`config.mk`:
```
export PLATFORM = sky130hd
export DESIGN_NAME = hex_display_ctrl
export DESIGN_NICKNAME = d
export VERILOG_FILES = /design/src/rtl/hex_pkg.sv /design/src/rtl/seg7_decode.sv /design/src/rtl/hex_display_ctrl.sv
export SDC_FILE = /design/constraint.sdc
export NUM_CORES = 1
export LEC_CHECK = 0
export BUFFER_PORTS_ARGS = -buffer_cell sky130_fd_sc_hd__buf_4
export CAP_MARGIN = 20
export CORE_AREA = 2 2 90 92
export DETAILED_ROUTE_END_ITERATION = 16
export DIE_AREA = 0 0 92 94
export PLACE_DENSITY = 0.79
export SYNTH_ARGS = -nofsm -noshare
export SYNTH_HDL_FRONTEND = slang
export SYNTH_HIERARCHICAL = 1
export SYNTH_SLANG_ARGS = --single-unit
```
`constraint.sdc`:
```
create_clock -name clk -period 3.88 [get_ports clk]
set_input_delay 0.776 -clock clk [delete_from_list [all_inputs] [get_ports clk]]
set_output_delay 0.776 -clock clk [all_outputs]
set_load 0.005 [all_outputs]
```
`src/rtl/hex_pkg.sv`:
```
// hex_pkg: shared seven-segment types and the active-low hex glyph table.
package hex_pkg;
   typedef logic [6:0] seg7_t;
   localparam seg7_t SEG_OFF = 7'b1111111;
   localparam seg7_t SEG_LUT [16] = '{
      7'b1000000, 7'b1111001, 7'b0100100, 7'b0110000,
      7'b0011001, 7'b0010010, 7'b0000010, 7'b1111000,
      7'b0000000, 7'b0010000, 7'b0001000, 7'b0000011,
      7'b1000110, 7'b0100001, 7'b0000110, 7'b0001110
   };
endpackage

```
`src/rtl/seg7_decode.sv`:
```
// seg7_decode: combinational nibble to active-low segment pattern.
module seg7_decode
   import hex_pkg::*;
(
   input  logic [3:0] nib_i,
   output seg7_t      seg_o
);
   assign seg_o = SEG_LUT[nib_i];
endmodule

```
`src/rtl/hex_display_ctrl.sv`:
```
// hex_display_ctrl: latched multi-digit hex display with load/shift, enables, leading-zero suppression.
// Define HEX_BLINK_EN to build the per-digit blink engine; otherwise blink_mask is ignored.
module hex_display_ctrl
   import hex_pkg::*;
#(
   parameter int NUM_DIGITS = 6,
   parameter int BLINK_DIV  = 25_000_000
) (
   input  logic                    clk,
   input  logic                    reset,
   input  logic                    load,
   input  logic [4*NUM_DIGITS-1:0] value,
   input  logic                    shift,
   input  logic [3:0]              nibble,
   input  logic                    blank_lz,
   input  logic [NUM_DIGITS-1:0]   digit_en,
   input  logic [NUM_DIGITS-1:0]   blink_mask,
   output logic [7*NUM_DIGITS-1:0] hex_out
);
   localparam int DW = 4 * NUM_DIGITS;
   logic [DW-1:0]           disp_q, disp_d;
   logic [DW+3:0]           shifted;
   logic [7*NUM_DIGITS-1:0] hex_q, hex_d;
   logic [NUM_DIGITS:0]     zero_above;
   logic                    blink_phase;
   // Appending the nibble below the register keeps the slice legal for a single digit.
   assign shifted = {disp_q, nibble};
   assign disp_d  = load ? value : shift ? shifted[DW-1:0] : disp_q;
   always_ff @(posedge clk) begin
      disp_q <= reset ? '0 : disp_d;
      hex_q  <= reset ? '1 : hex_d;
   end
`ifdef HEX_BLINK_EN
   localparam int CW = $clog2(BLINK_DIV);
   logic [CW-1:0] blink_cnt_q, blink_cnt_d;
   logic          blink_phase_q, blink_phase_d;
   logic          wrap;
   assign wrap          = blink_cnt_q == CW'(BLINK_DIV - 1);
   assign blink_cnt_d   = wrap ? '0 : blink_cnt_q + 1'b1;
   assign blink_phase_d = blink_phase_q ^ wrap;
   always_ff @(posedge clk) begin
      blink_cnt_q   <= reset ? '0 : blink_cnt_d;
      blink_phase_q <= reset ? 1'b0 : blink_phase_d;
   end
   assign blink_phase = blink_phase_q;
`else
   assign blink_phase = 1'b0;
`endif
   assign zero_above[NUM_DIGITS] = 1'b1;
   for (genvar g = 0; g < NUM_DIGITS; g++) begin : g_digit
      seg7_t seg;
      logic  lz_off;
      seg7_decode u_dec (.nib_i(disp_q[4*g+:4]), .seg_o(seg));
      assign zero_above[g] = zero_above[g+1] & (disp_q[4*g+:4] == 4'h0);
      assign lz_off = blank_lz & zero_above[g] & (g != 0);
      assign hex_d[7*g+:7] = (!digit_en[g] || lz_off || (blink_phase && blink_mask[g])) ? SEG_OFF : seg;
   end
   assign hex_out = hex_q;
endmodule
```
==> impl_results.md <==
* Syn Nets at roughly 510
* Mapped Avg Cell Area at just under 10 um^2
* Highest clock rate at about 530 MHz
* IO Port Bufs at 80
* RSZ-0062 raised after global routing: no
* Status: complete, no violations
* Met3 Usage GRT at ~3.5%
* Total wire length at a little over 8 mm
* Initial DRC Count at approximately 150
* Cell with the most instances after synthesis: dfxtp_1
* Layout cell share with drive strength beyond 1 at between 20% and 30%
* H-tree Lvls at 3
* WL per Instance at between 10 and 15 um
* Worst setup SP type: flop
* Combinational share of power at between 20% and 30%
* Initial antenna violation count at 0
* Slew at the pin with the worst max-slew slack at 713 ps
* Clock power share at between 30% and 40%
* Endpoints failing hold at 0
* Post-synth EDFFs at 0
* FP Rows at 32
* Ys Warns at 6
* Total clock sinks at 66
* CTS tree: yes
* Post-CTS Hold Fix Bufs at 0
* Setup crit end kind: flop
* Syn Std Cell Area at 4100 um^2
* Drt drc at 0
* Clock Path Buffers at 2
* Die span in y at 94 um
* Routed via count at approximately 3,100
* Placed cell count at 574
* Largest net degree at the start of global routing at 31
* CP Data Required Time at around 4100 ps
* TritonCTS Buffers at 9
* Antenna Nets Post-Route at 0
* Prevailing post-synth register cell: dfxtp_1
* Setup Buffers After CTS at 0
* DIE AREA at slightly below 9000 um^2
* Power per cell area at ~340 nW/um^2
* N_diodes at 0
* Total internal power at 1160 uW
* Sequential fraction of the synthesis area at 32.2%
* Final setup viols at 0
* Top cells by area, synth: dfxtp_1, ha_1, mux2i_1
* Gr busiest metal: met2
* Post-synth top area share at between 30% and 40%
* Placer Congestion at 0.832
* FF/Latch Area at approximately 1300 um^2
* Net Sw Power at about 470 uW
* Post-Layout Cell Count at 591
* Hold Crit Class: input pin to flop
* Post-cts resize count at 0
* Commonest cells post-synth: dfxtp_1, nor2_1, mux2i_1
* Synth-to-layout area growth at 18.3%
* Fillcell total at between 600 and 700
* Drt pass-1 iters at 4
* GRT Residual Overflow at 0
* Max cap viols at 0
* Chip Width at 92 um
* GR Layer Usage met2 at 33.2%
* Seq pwr share at roughly 48%
* Initial Util at 53.9%
* Crit Path Max Fanout at 10
* Clk Latency, worst-skew pair at about 340 ps
* Minimum clock period at approximately 1900 ps
* Type of the worst setup path: flop to flop
* Post-Syn Instances at 418
* Placed Area at around 4700 um^2
* Area leader, netlist: dfxtp_1
* Worst-path clk slew at approximately 70 ps
* Worst vdd ir at between 0.15 and 0.2 mV
* Multi-input logic area at 2490 um^2
* Fin Setup TNS at 0 ps
* Sw Ratio at just under 30%
* Vias per cell at just over 5
* Async set-reset flop share out of synthesis at 0%
* Relative slew slack at 52.4%
* Fin. max-slew vios at 0
* GRT Util Overall at between 10% and 20%
* Final instance area at just under 5000 um^2
* P_leak at between 0.002 and 0.0025 uW
* Vias in the first global route at roughly 3,000
* I/O Pins at 87
* Crit path DAT at between 2000 and 2500 ps
* Core ar. at 7610 um^2
* Clock root buffer: clkbuf_8
* Dpl hpwl at 5.77 mm
* Synth Register Bits at 66
* Final clock skew at around 11 ps
* Global-route wire length before repair at between 10 and 15 mm
* Yosys cell types at 38
* GRT met1 Usage at between 20% and 30%
* Final net count at 571
* Final period util at roughly half
cell type report:
class | instances | share of cell area (%)
Multi-Input combinational cell | 292 | 51.3
Tap cell | 102 | 2.63
Inverter | 34 | 2.63
Timing Repair Buffer | 81 | 12.7
Clock inverter | 5 | 0.619
Sequential cell | 66 | 27.2
Clock buffer | 11 | 2.91
power by group through the flow:
stage / Sequential, uW / Clock (uW) / Combinational (uW)
after floorplan: 774 / 0 / 250
after global placement: 798 / 0 / 324
after detailed placement: 801 / 0 / 337
after CTS: 785 / 522 / 338
after global routing: 795 / 550 / 378
final: 785 / 509 / 339
sequential cells by signal, summed over array words and instances, names as in the netlist:
name and flops:
disp_q 24, hex_out 42
routing by layer:
layer  vias to the layer above  wire length, um
li1                       1568                -
met1                      1422             3640
met2                        68             3960
met3                        12              339
met4                         0              127
met5                         -                0
cell usage in the layout, fill, tap and decap left out, types with 4 or more instances in the layout:
master	count
nand2b_1	8
mux2_2	6
dfxtp_1	66
nand2_1	11
clkbuf_8	10
or2_1	14
and2b_2	5
mux2_1	24
nor2_1	49
a21oi_1	6
mux2i_1	45
o211ai_2	7
nand3b_1	7
buf_4	80
o211ai_1	8
a22o_1	10
nor2b_1	4
mux4_1	5
inv_1	34
ha_1	42
or3b_1	5
a32o_1	5
o21ai_0	13
stage by stage:
stage / total power [uW] / hold slack, ps / worst slack, ps / util [%]
after floorplan: 1020 / 613 / 2050 / -
after global placement: 1120 / 694 / 1660 / 61.3
after detailed placement: 1140 / 714 / 1510 / 61.3
after CTS: 1650 / 659 / 1490 / 63.6
after global routing: 1720 / 668 / 1890 / 63.8
final: 1630 / 666 / 1980 / 63.8
cell families (layout without fill, tap and decap cells):
| kind of cell | Yosys count | after routing | share of synthesized area (%) |
|---|---|---|---|
| DFF | 66 | 66 | 32.2 |
| buffers and inverters | 60 | 131 | 7.11 |
| and+or+nand+nor | 112 | 112 | 14.7 |
| muxes | 80 | 80 | 22.4 |
| adders and majority gates | 42 | 42 | 12.8 |
| AOI/OAI and AO/OA | 58 | 58 | 10.8 |
critical path: stages (launching register included):
cell and delay, ps:
dfxtp_1 530, inv_1 170, ha_1 320, inv_1 60, mux4_1 480, or2_1 230
path summary, 6_finish.rpt:
check,startpoint,endpoint,slack [ps],depth (start not counted)
setup reg to reg,disp_q[16],hex_out[31],1980,5
hold reg to reg,disp_q[22],hex_out[40],730,2
hold / removal,value[10],disp_q[10],670,3
setup / recovery,disp_q[16],hex_out[31],1980,5
Power figures use the tool's default switching activity.
